$ cat src/rtl/bcd_pkg.sv
// Constants and state encoding shared by the BCD<->binary converters.
package bcd_pkg;

    localparam int DIGIT_W       = 4;
    localparam int BCD_MAX_DIGIT = 9;
    localparam int DD_ADJ_THRESH = 8;
    localparam int DD_ADD_THRESH = 5;
    localparam int DD_ADJ        = 3;

    typedef enum logic [1:0] {
        IDLE,
        LOAD_CHK,
        SHIFT,
        DONE
    } state_e;

endpackage

$ cat src/rtl/bcd_to_binary_seq_if.sv
// Request/result bundle for the sequential BCD-to-binary converter.
interface bcd_to_binary_seq_if #(
    parameter int DIGITS = 4
);
    localparam int W = 4 * DIGITS;

    logic         start;
    logic [W-1:0] bcd;
    logic         busy;
    logic         done;
    logic         err;
    logic [W-1:0] bin;

    modport master (
        output start,
        output bcd,
        input  busy,
        input  done,
        input  err,
        input  bin
    );

    modport slave (
        input  start,
        input  bcd,
        output busy,
        output done,
        output err,
        output bin
    );
endinterface

$ cat src/rtl/bcd_digit_adjust.sv
// Per-nibble reverse double-dabble correction and digit validity check.
module bcd_digit_adjust
    import bcd_pkg::*;
(
    input  logic [DIGIT_W-1:0] d,
    output logic [DIGIT_W-1:0] corrected,
    output logic               invalid
);

    assign corrected = (d >= DIGIT_W'(DD_ADJ_THRESH))
                     ? d - DIGIT_W'(DD_ADJ) : d;
    assign invalid   = d > DIGIT_W'(BCD_MAX_DIGIT);

endmodule

$ cat src/rtl/bcd_to_binary_seq.sv
// Sequential BCD-to-binary converter, one shift/correct step per clock.
module bcd_to_binary_seq
    import bcd_pkg::*;
#(
    parameter int DIGITS = 4
) (
    input  logic                clk,
    input  logic                rst_n,
    bcd_to_binary_seq_if.slave  io
);

    localparam int W    = DIGIT_W * DIGITS;
    localparam int ITER = W;
    localparam int CW   = $clog2(ITER + 1);

    state_e          state_q, state_d;
    logic [2*W-1:0]  sr_q, sr_d;
    logic [CW-1:0]   cnt_q, cnt_d;
    logic            busy_q, busy_d;
    logic            done_q, done_d;
    logic            err_q, err_d;
    logic            errp_q, errp_d;
    logic [W-1:0]    bin_q, bin_d;

    logic [2*W-1:0]  shifted;
    logic [W-1:0]    adj_in;
    logic [W-1:0]    adj_out;
    logic [DIGITS-1:0] inv;

    assign shifted = sr_q >> 1;
    // Shared digit cells: validity check in LOAD_CHK, correction in SHIFT.
    assign adj_in  = (state_q == SHIFT) ? shifted[2*W-1:W]
                                        : sr_q[2*W-1:W];

    for (genvar i = 0; i < DIGITS; i++) begin : g_adj
        bcd_digit_adjust u_adj (
            .d         (adj_in[i*DIGIT_W +: DIGIT_W]),
            .corrected (adj_out[i*DIGIT_W +: DIGIT_W]),
            .invalid   (inv[i])
        );
    end

    always_comb begin
        state_d = state_q;
        sr_d    = sr_q;
        cnt_d   = cnt_q;
        busy_d  = busy_q;
        done_d  = 1'b0;
        err_d   = err_q;
        errp_d  = errp_q;
        bin_d   = bin_q;
        unique case (state_q)
            IDLE: begin
                if (io.start) begin
                    sr_d    = {io.bcd, {W{1'b0}}};
                    cnt_d   = '0;
                    err_d   = 1'b0;
                    errp_d  = 1'b0;
                    bin_d   = '0;
                    busy_d  = 1'b1;
                    state_d = LOAD_CHK;
                end
            end
            LOAD_CHK: begin
                state_d = SHIFT;
                // Bad digit: flush the operand and take one final step.
                if (|inv) begin
                    errp_d = 1'b1;
                    sr_d   = '0;
                    cnt_d  = CW'(ITER - 1);
                end
            end
            SHIFT: begin
                sr_d  = {adj_out, shifted[W-1:0]};
                cnt_d = cnt_q + 1'b1;
                if (cnt_q == CW'(ITER - 1)) begin
                    state_d = DONE;
                    busy_d  = 1'b0;
                    done_d  = 1'b1;
                    err_d   = errp_q;
                    bin_d   = errp_q ? '0 : shifted[W-1:0];
                end
            end
            DONE: begin
                state_d = IDLE;
            end
            default: state_d = IDLE;
        endcase
    end

    always_ff @(posedge clk or negedge rst_n) begin
        if (!rst_n) begin
            state_q <= IDLE;
            sr_q    <= '0;
            cnt_q   <= '0;
            busy_q  <= 1'b0;
            done_q  <= 1'b0;
            err_q   <= 1'b0;
            errp_q  <= 1'b0;
            bin_q   <= '0;
        end else begin
            state_q <= state_d;
            sr_q    <= sr_d;
            cnt_q   <= cnt_d;
            busy_q  <= busy_d;
            done_q  <= done_d;
            err_q   <= err_d;
            errp_q  <= errp_d;
            bin_q   <= bin_d;
        end
    end

    // All BCD weight must have migrated into the binary half by now.
    always @(posedge clk) begin
        if (rst_n && state_q == DONE)
            assert (sr_q[2*W-1:W] == '0);
    end

    assign io.busy = busy_q;
    assign io.done = done_q;
    assign io.err  = err_q;
    assign io.bin  = bin_q;

endmodule

$ cat src/flat_wrapper.sv
// flat-port wrapper written by rule: the top's interface ports become plain ports
module bcd_to_binary_seq_flat import bcd_pkg::*;
#(
    parameter int DIGITS = 4
)
  (clk, rst_n, io_start, io_bcd, io_busy, io_done, io_err, io_bin);
  bcd_to_binary_seq_if #(.DIGITS(DIGITS)) io_i ();
  input  logic clk;
  input  logic rst_n;
  input wire logic [$bits(io_i.start)-1:0] io_start;
  input wire logic [$bits(io_i.bcd)-1:0] io_bcd;
  output wire logic [$bits(io_i.busy)-1:0] io_busy;
  output wire logic [$bits(io_i.done)-1:0] io_done;
  output wire logic [$bits(io_i.err)-1:0] io_err;
  output wire logic [$bits(io_i.bin)-1:0] io_bin;
  assign io_i.start = io_start;
  assign io_i.bcd = io_bcd;
  assign io_busy = io_i.busy;
  assign io_done = io_i.done;
  assign io_err = io_i.err;
  assign io_bin = io_i.bin;
  bcd_to_binary_seq #(.DIGITS(DIGITS)) u_core (.clk(clk), .rst_n(rst_n), .io(io_i));
endmodule
$ cat config.mk
export PLATFORM = sky130hd
export DESIGN_NAME = bcd_to_binary_seq_flat
export DESIGN_NICKNAME = d
export VERILOG_FILES = /design/src/rtl/bcd_pkg.sv /design/src/rtl/bcd_to_binary_seq_if.sv /design/src/rtl/bcd_digit_adjust.sv /design/src/rtl/bcd_to_binary_seq.sv /design/src/flat_wrapper.sv
export SDC_FILE = /design/constraint.sdc
export NUM_CORES = 1
export LEC_CHECK = 0
export ABC_AREA = 1
export BUFFER_PORTS_ARGS = -buffer_cell sky130_fd_sc_hd__buf_2
export CORE_MARGIN = 8
export CORE_UTILIZATION = 53
export CTS_CLUSTER_DIAMETER = 80
export CTS_CLUSTER_SIZE = 40
export DETAILED_ROUTE_END_ITERATION = 10
export PLACE_DENSITY = 0.79
export SETUP_SLACK_MARGIN = 0.15
export SLEW_MARGIN = 20
export SYNTH_ARGS = -nofsm -noshare
export SYNTH_HDL_FRONTEND = slang
export SYNTH_SLANG_ARGS = --single-unit
$ cat constraint.sdc
create_clock -name clk -period 2.5 [get_ports clk]
set_input_delay 0.375 -clock clk [delete_from_list [all_inputs] [get_ports clk]]
set_output_delay 0.375 -clock clk [all_outputs]
set_load 0.05 [all_outputs]
==> results of run 1 <==
==> per-layer routing <==
metal	up-vias	track usage, %	part of all wire (%)	routed length, µm
met3	20	4.096	6.0	527
li1	1582	-	-	-
met1	1543	23.58	44	3852
met2	103	31.95	48	4187
met4	0	7.945	2.3	204
met5	-	0	0	0
==> synthesized netlist by cell type, drive strengths merged, types with 2 or more instances <==
cell,number,area [µm²]
a21oi,7,50.05
buf,12,108.8
clkbuf,6,22.52
dfrtp,58,1451
ha,15,187.7
inv,57,216.5
nand2,202,798.3
nand3,57,290.3
nor2,12,45.04
nor3,3,15.01
o21ai,32,171.4
o31ai,2,15.01
or2,2,12.51
==> cell usage in the layout (no fill, tap or decap), types with 4 or more instances in the layout <==
master and instances:
a21oi_1 5, buf_12 5, buf_2 37, buf_4 12, clkbuf_8 10, dfrtp_1 57, ha_1 12, inv_1 50
inv_2 6, nand2_1 184, nand2_2 12, nand2_4 6, nand3_1 56, nor2_1 11, o21ai_0 25, o21ai_1 4
==> logic make-up after synthesis <==
family,synth area share [%]
buf+inv,10.27
simple gates,34.28
fa+ha+maj,5.482
flops,42.40
compound gates,7.566
==> area by class of cell <==
type / count / share of cell area, %
multi-input cells: 337 / 41.24
flip-flops and latches: 58 / 35.02
repair buffers: 60 / 11.76
clock inverters: 6 / 1.026
inverters: 58 / 5.309
well taps: 77 / 2.323
clock buffers: 10 / 3.318
==> report_power, final <==
| group | switching (µW) | leakage (µW) | internal [µW] |
|---|---|---|---|
| sequential | 152 | 0.000780 | 1140 |
| combinational | 2310 | 0.00158 | 1430 |
| clock | 416 | 0.0000882 | 386 |
| total | 2880 | 0.00245 | 2950 |
==> what timing repair did <==
action	in CTS	in global routing
endpoints found under the setup margin	55	39
buffers inserted	0	7
endpoints found under the hold margin	0	0
gates resized for setup	3	25
gates cloned	0	3
pin swaps	0	9
==> through the flow <==
step / setup TNS [ps] / power (µW)
after floorplan: 0 / 3579
after detailed placement: -223.3 / 4343
after CTS: 0 / 5187
final: 0 / 5825
after global placement: -3.929 / 4260
after global routing: 0 / 6266
==> flip-flops by register name, summed over array words and instances (netlist names) <==
signal,flops
u_core.io.done,1
u_core.state_q,2
u_core.io.err,1
u_core.io.bin,16
u_core.io.busy,1
u_core.cnt_q,5
u_core.errp_q,1
u_core.sr_q,31
==> worst max-delay path: cells and delay by family (launching register included) <==
family	cells	cell delay, ps
AOI/OAI and AO/OA	3	420
adders and majority gates	2	420
buffers and inverters	4	440
DFF	1	400
and+or+nand+nor	6	660
==> worst max-delay path by stage <==
stage | startpoint | endpoint | slack (ps) | depth (start not counted)
2_1_floorplan | u_core.state_q[0] | u_core.sr_q[20] | 150 | 16
3_3_place_gp | u_core.state_q[0] | u_core.io.err | -4 | 8
3_5_place_dp | u_core.state_q[0] | u_core.io.err | -110 | 8
4_1_cts | u_core.state_q[0] | u_core.sr_q[14] | 200 | 16
5_1_grt | u_core.state_q[0] | u_core.sr_q[15] | 6 | 15
6_report | u_core.state_q[0] | u_core.sr_q[15] | 100 | 15
==> run metrics, run 1 <==
CTS sink cnt 58; Detailed Routing Iterations Pass 1 5; Bufs on Longest Clock Path 2; critical-path maximum fanout 10; IR drop worst, VDD 0.8494 mV; sequential share of the synthesized area 42.40%; fin worst setup slack 97.45 ps; Vias/cell 5.360; worst path arrival time 2680 ps; nets 558; LEAKAGE 0.002445 µW; Finished Cell Area 4148 µm²; synthesized net count 505; post-route insts no fill 606; total CTS buffers 9; status complete, no violations; final setup fails 0; Post-synth EDFFs 0; Routability Congestion 0.8682; placed cell area 3744 µm²; hold crit path type input port to async pin; ant diodes 0; CP peak stage delay 400 ps; area of the multi-input gates 1710 µm²; clock root cell clkbuf_8; Placement Setup Slack -110.8 ps; Worst-path clk slew 70 ps; Reg2Reg Launch Point u_core.state_q[0]; worst skew pair latency 350 ps; Post-Route Utilization 65.70%; maximum clock rate 416.2 MHz; routed len/inst 14.48 µm; Fin Clk Skew 7.941 ps; Rows 29; Tcrit/Tclk final 96.10%; post-DP HPWL 5.618 mm; Slowest cell on crit path dfrtp_1; Setup crit end kind register; internal reg-to-reg setup slack 100 ps; Worst setup SP type register; yosys warns 0; Routed Antenna Nets 0; 1st-iter DRT viols 189; R2R cell count 15; # IOs 38; Mean Syn Cell Area 7.268 µm²; height of the die 96.37 µm; WP data required 2780 ps; Layout area overhead 21.16%; Hold-fix buffers, CTS 0; critical path type register to register; H-tree Lvls 3; largest net degree at the start of global routing 33; Slew Limit Fails 0; RSZ-0062 raised after global routing true; cell count after synthesis 471; mapped cell area 3423 µm²; vias in the first global route 3038; crit path time final 2403 ps; Worst Hold Slack 45.87 ps; initial antenna violation count 0; effective utilization at floorplan 54.22%; filler instances 541; grt total ovfl 0; Relative slew margins 56.71%; first-pass GRT wire length 13.95 mm; pwr/cell area 1404 nW/µm²; die width 96.37 µm; die footprint 9287 µm²; Post-synth ARST share 100.0%; PortBufs 37; r2r endpoint u_core.sr_q[15]; routed vias 3248; worst-margin pin slew 649.3 ps; #FFs+latches synth 58; wirelength, routed 8.772 mm; Synth cell types 31; drt drc 0; area of the core 6314 µm²; final hold viol count 0; fraction of layout instances using a drive strength above 1 21.55%; critical path, cell by cell inv_2, ha_4, inv_4, or2_4, o21ai_4, ha_1, or2_4, nand3_4, a21oi_4, nand2_4, o21ai_4, buf_6, clkbuf_16, nand2_1, nand2_1; CTS tree done; # placed instances 580; total area of sequential cells 1453 µm²; max cap viols 0; total track usage 19.15%; top_reg_cell synth dfrtp_1
(Power assumes the default switching activity.)
==> run 2, diff against run 1 <==
- ABC_AREA: 1 -> 0
- CORE_UTILIZATION: 53 -> 60
- PLACE_DENSITY: 0.79 -> 0.85
- clock period: 2.5 -> 2.9 ns (I/O delays scaled with it)
==> run 2 against run 1 <==
Combinational power fell by 17%. Final cell count fell by 24%. Critical path type unchanged. Maximum frequency fell by 14%. Via count fell by 15%.
==> run metrics, run 2 <==
pwr/cell area 1284 nW/µm² (-8.5%); most frequent cells in the layout dfrtp_1 (57), nand2_1 (48), buf_2 (36); Rows 27 (-6.9%); hold crit path type input port to async pin; Post-synth EDFFs 0 (unchanged); Detailed Routing Iterations Pass 1 4 (-1); grt total ovfl 0 (unchanged); Finished Cell Area 4089 µm² (-1.4%); mapped cell area 3296 µm² (-3.7%); CP endpoint u_core.sr_q[20]; top_reg_cell synth dfrtp_1; ranking of synthesized cells by area dfrtp_1 (44%), mux2_4 (7.7%), ha_1 (5.7%); CTS sink cnt 58 (unchanged); DR WL met3 624 µm (+18%); critical-path maximum fanout 9 (-1); critical path type register to register; final hold viol count 0 (unchanged); Routability Congestion 0.8454 (-2.6%); worst path arrival time 3010 ps (+330 ps); r2r endpoint u_core.sr_q[20]; most common cell in the netlist dfrtp_1; Post-Route Utilization 75.65% (+10 points); area of the core 5405 µm² (-14%); post-DP HPWL 5.058 mm (-10%); final setup fails 0 (unchanged); height of the die 90.12 µm (-6.5%); RSZ-0062 raised after global routing true; yosys warns 0 (unchanged); worst-margin pin slew 715.1 ps (+65.82 ps); crit path time final 2784 ps (+381.0 ps); Worst-path clk slew 70 ps (about the same); PortBufs 37 (unchanged); CTS tree done; Tcrit/Tclk final 95.98% (-0.12 points); Worst Setup SP u_core.state_q[0]; filler instances 342 (-37%); H-tree Lvls 3 (unchanged); first-pass GRT wire length 14.36 mm (+2.9%); maximum clock rate 359.3 MHz (-14%); internal reg-to-reg setup slack 120 ps (+20 ps); Setup crit end kind register; effective utilization at floorplan 60.97% (+6.8 points); Placement Setup Slack 42.65 ps (+153.4 ps); wirelength, routed 8.543 mm (-2.6%); clock root cell clkbuf_8; Reg2Reg Launch Point u_core.state_q[0]; Bufs on Longest Clock Path 2 (unchanged); largest net degree at the start of global routing 49 (+48%); Layout area overhead 24.07%; synthesized net count 365 (-28%); routed vias 2754 (-15%); Total Power 5252 µW (-9.8%); # IOs 38 (unchanged); Relative slew margins 52.15% (-4.6 points); top cell type by total area after synthesis dfrtp_1; nets 420 (-25%); fraction of layout instances using a drive strength above 1 31.46% (+9.9 points); 1st-iter DRT viols 145 (-23%); Fin Clk Skew 8.673 ps (+0.7322 ps); top cell type's share of synthesized area 44.04% (+1.6 points); commonest non-fill, non-tap cell in the layout dfrtp_1; fin worst setup slack 116.4 ps (+19.00 ps); Slew Limit Fails 0 (unchanged); max cap viols 0 (unchanged); highest metal used met4; Mean Syn Cell Area 9.957 µm² (+37%); WL met2 4.197 mm (+0.24%); placed cell area 3625 µm² (-3.2%); drt drc 0 (unchanged); Vias/cell 5.948 (+11%); status complete, no violations; Biggest register u_core.sr_q; cell count after synthesis 331 (-30%); total CTS buffers 9 (unchanged); Commonest cells post-synth dfrtp_1 (58), nand2_1 (48), o21ai_0 (31), inv_1 (26), mux2_4 (17); Routed Antenna Nets 0 (unchanged); sequential share of the synthesized area 44.04% (+1.6 points); M1 WL 3.495 mm (-9.3%); setup tns final 0 ps (unchanged); Post-synth ARST share 100.0% (unchanged); max reg flops 31 (unchanged); die footprint 8121 µm² (-13%); worst skew pair latency 340 ps (about the same); IR drop worst, VDD 0.7789 mV (-8.3%); LEAKAGE 0.001973 µW (-19%); vias in the first global route 2858 (-5.9%); Hold-fix buffers, CTS 0 (unchanged); WP data required 3120 ps (+340 ps); total track usage 21.73% (+2.6 points); routed len/inst 18.45 µm (+27%); #FFs+latches synth 58 (unchanged); initial antenna violation count 0 (unchanged); Synth cell types 48 (+55%); Worst setup SP type register; ant diodes 0 (unchanged); die width 90.12 µm (-6.5%); R2R cell count 12 (-3)
## run 2: area by class of cell
class | count | area [µm²] | area share, %
repair buffers | 62 | 420.4 | 10.28
inverters | 27 | 101.3 | 2.479
clock buffers | 11 | 131.4 | 3.213
flip-flops and latches | 58 | 1453 | 35.53
multi-input cells | 228 | 1790 | 43.79
clock inverters | 5 | 102.6 | 2.509
well taps | 72 | 90.09 | 2.203
## run 2: worst min path at each step
stage	startpoint	end	slack [ps]	cells after the start
2_1_floorplan	rst_n	u_core.cnt_q[0]	140	0
3_5_place_dp	u_core.io.bin[9]	u_core.io.bin[9]	470	2
4_1_cts	rst_n	u_core.io.bin[0]	310	1
5_1_grt	rst_n	u_core.cnt_q[1]	140	1
3_3_place_gp	u_core.io.bin[5]	u_core.io.bin[5]	460	2
6_report	rst_n	u_core.io.bin[0]	110	1
## run 2: worst max-delay path: stages (launching register included)
cell and delay (ps):
dfrtp_1 410, inv_2 140, ha_4 260, buf_6 160, mux2i_4 260, ha_1 210
nor2_2 60, a21oi_2 160, nor3_2 80, o31a_1 330, buf_4 160, buf_12 140
mux2_4 300
## run 2: cells by family (layout without fill, tap and decap cells)
| logic type | count (synthesis) | in the layout | synth area share, % |
|---|---|---|---|
| and+or+nand+nor | 90 | 90 | 12.45 |
| xor gates and xnor gates | 8 | 8 | 2.126 |
| adders and majority gates | 15 | 15 | 5.695 |
| AOI/OAI and AO/OA | 88 | 88 | 19.06 |
| DFF | 58 | 58 | 44.04 |
| buffers and inverters | 45 | 105 | 5.732 |
| muxes | 27 | 27 | 10.90 |
## run 2: report_power, final
part | leakage [µW] | internal [µW] | total [µW] | switching [µW]
Sequential | 0.000777 | 984 | 1240 | 253
Combinational | 0.00108 | 1480 | 3110 | 1630
Clock | 0.000114 | 570 | 904 | 334
Total | 0.00197 | 3030 | 5250 | 2220
## run 2: layer usage
metal | up-vias | track usage [%]
li1 | 1269 | -
met1 | 1328 | 25.82
met2 | 135 | 33.31
met3 | 22 | 8.063
met4 | 0 | 12.07
met5 | - | 0
## run 2: metrics by stage
step           hold slack, ps  instances
3_5_place_dp            467.7        434
4_1_cts                 312.1        457
3_3_place_gp            455.6        434
6_report                106.6        463
2_1_floorplan           139.4        331
5_1_grt                 142.7        463
## run 2: repair_timing
action / in CTS / in global routing
gates resized for setup: 11 / 13
buffers inserted: 6 / 6
endpoints found under the setup margin: 20 / 36
gates cloned: 1 / 0
pin swaps: 3 / 4
==> run 3, diff against run 2 <==
- CORE_MARGIN: 8 -> 2
==> run 3 against run 2 <==
Worst setup slack gained 81 ps. Core utilization grew 1.3 points. Via count shrank 4.1%. Sequential power is essentially flat. Cell area shrank 2.1%. Die area shrank 25%. Global-route usage grew 3.8 points. Maximum frequency grew 3.0%. Sequential share of layout area grew 0.75 points. Combinational power shrank 7.4%. Non-clock buffer count grew 1. Register-to-register slack gained 80 ps.
==> run metrics, run 3 (synthesis gave the netlist of run 2 again) <==
max cap viols 0 (unchanged); final hold viol count 0 (unchanged); Detailed Routing Iterations Pass 1 4 (unchanged); Layout area overhead 21.49%; Routed Antenna Nets 0 (unchanged); critical path, cell by cell inv_4, ha_4, nor2b_2, a21o_1, ha_2, nand2b_1, a21oi_2, o41ai_4, o31a_1, buf_6, mux2_1; worst path arrival time 2940 ps (-70 ps); critical path type register to register; final setup fails 0 (unchanged); Vias/cell 5.719 (-3.9%); Bufs on Longest Clock Path 2 (unchanged); Worst-path clk slew 70 ps (about the same); vias in the first global route 2563 (-10%); nets 421 (+0.24%); Worst Setup SP u_core.state_q[0]; area of the core 5205 µm² (-3.7%); Worst setup SP type register; drt drc 0 (unchanged); initial antenna violation count 0 (unchanged); routed len/inst 16.76 µm (-9.2%); sw frac 43.67% (+1.4 points); CP endpoint u_core.sr_q[16]; status complete, no violations; wirelength, routed 7.741 mm (-9.4%); Rows 26 (-3.7%); internal power 2748 µW (-9.3%); Net Switching 2130 µW (-4.1%); WP data required 3130 ps (about the same); worst-margin pin slew 949.1 ps (+234.0 ps); # IOs 38 (unchanged); filler instances 350 (+2.3%); largest net degree at the start of global routing 45 (-8.2%); CTS tree done; maximum clock rate 370.0 MHz (+3.0%); internal reg-to-reg setup slack 200 ps (+80 ps); total CTS buffers 9 (unchanged); max reg flops 31 (unchanged); Slew Limit Fails 0 (unchanged); Tcrit/Tclk final 93.18% (-2.8 points); die width 78.12 µm (-13%); crit path time final 2702 ps (-81.19 ps); sequential fraction of design power 25.2% (+1.6 points); total track usage 25.58% (+3.8 points); 1st-iter DRT viols 183 (+26%); grt total ovfl 0 (unchanged); Reg2Reg Launch Point u_core.state_q[0]; Hold-fix buffers, CTS 0 (unchanged); CP peak stage delay 430 ps (+20 ps); routed vias 2642 (-4.1%); LEAKAGE 0.001945 µW (-1.4%); critical-path maximum fanout 7 (-2); hold crit path type input port to async pin; Fin Clk Skew 8.285 ps (-0.3886 ps); Total Power 4878 µW (-7.1%); Slowest cell on crit path dfrtp_2; die footprint 6102 µm² (-25%); setup tns final 0 ps (unchanged); worst skew pair latency 350 ps (about the same); clock root cell clkbuf_8; Relative slew margins 36.72% (-15 points); post-DP HPWL 4.872 mm (-3.7%); Setup crit end kind register; H-tree Lvls 3 (unchanged); first-pass GRT wire length 12.14 mm (-15%); Biggest register u_core.sr_q; RSZ-0062 raised after global routing true; effective utilization at floorplan 63.32% (+2.3 points); commonest non-fill, non-tap cell in the layout dfrtp_1; IR drop worst, VDD 0.7739 mV (-0.65%); PortBufs 37 (unchanged); Routability Congestion 0.8264 (-2.2%); height of the die 78.12 µm (-13%); ant diodes 0 (unchanged); Comb pwr share 59.1% (about the same); pwr/cell area 1218 nW/µm² (-5.1%); clock network power share 15.7% (-1.5 points); most frequent cells in the layout dfrtp_1 (57), nand2_1 (47), buf_2 (37); r2r endpoint u_core.sr_q[16]; fraction of layout instances using a drive strength above 1 30.61% (-0.85 points); CTS sink cnt 58 (unchanged); R2R cell count 11 (-1)
[run 3: final cells by class]
cell class | instances | area [µm²] | share of cell area (%)
tap | 70 | 87.58 | 2.188
clock inverter | 6 | 66.31 | 1.656
inverter | 27 | 103.9 | 2.594
clock buffer | 10 | 137.6 | 3.438
multi-input combinational | 228 | 1760 | 43.97
sequential | 58 | 1453 | 36.28
timing repair buffer | 63 | 395.4 | 9.875
[run 3: worst min-delay path by stage]
stage	to	slack (ps)	start	cells past startpoint
final	u_core.io.bin[13]	230	rst_n	1
after global routing	u_core.sr_q[15]	310	rst_n	1
after CTS	u_core.io.bin[13]	260	rst_n	1
after detailed placement	u_core.io.bin[3]	460	u_core.io.bin[3]	2
after global placement	u_core.io.bin[2]	460	u_core.io.bin[2]	2
after floorplan	u_core.cnt_q[0]	140	rst_n	0
[run 3: repair_timing]
action                     4_1_cts  5_1_grt
gates resized for setup          2       24
setup endpoints to repair       18       37
cloned                           0        2
pin swaps                        0        6
hold endpoints to repair         0        0
setup buffers                    1        8
[run 3: critical path, delay by kind of cell, from the launching register on]
kind / cells / cell delay (ps)
AOI/OAI and AO/OA: 4 / 980
DFF: 1 / 430
adders and majority gates: 2 / 400
muxes: 1 / 320
buffers and inverters: 2 / 290
and+or+nand+nor: 2 / 180
[run 3: stage by stage]
stage               util [%]  cells  setup slack (ps)  area, µm²  hold WS, ps
floorplan                  -    331             65.86       3354        139.4
global placement       69.78    435             192.1       3632        455.3
detailed placement     69.78    435             112.1       3632        465.0
CTS                    73.94    452             204.7       3849        263.1
global route           76.92    462             81.90       4004        306.7
finish                 76.92    462             197.6       4004        233.2
[run 3: power groups by stage]
stage | logic, µW | clock network (µW) | registers [µW]
after floorplan | 2000 | 0 | 1190
after global placement | 2420 | 0 | 1210
after detailed placement | 2500 | 0 | 1220
after CTS | 2550 | 762 | 1210
after global routing | 3140 | 800 | 1250
final | 2880 | 765 | 1230
[run 3: per-layer routing]
layer,up-vias,share of wire (%),track usage [%]
met2,91,48,39.91
met3,13,5.0,6.092
li1,1267,-,-
met5,-,0,0
met4,0,1.8,12.28
met1,1271,45,33.74
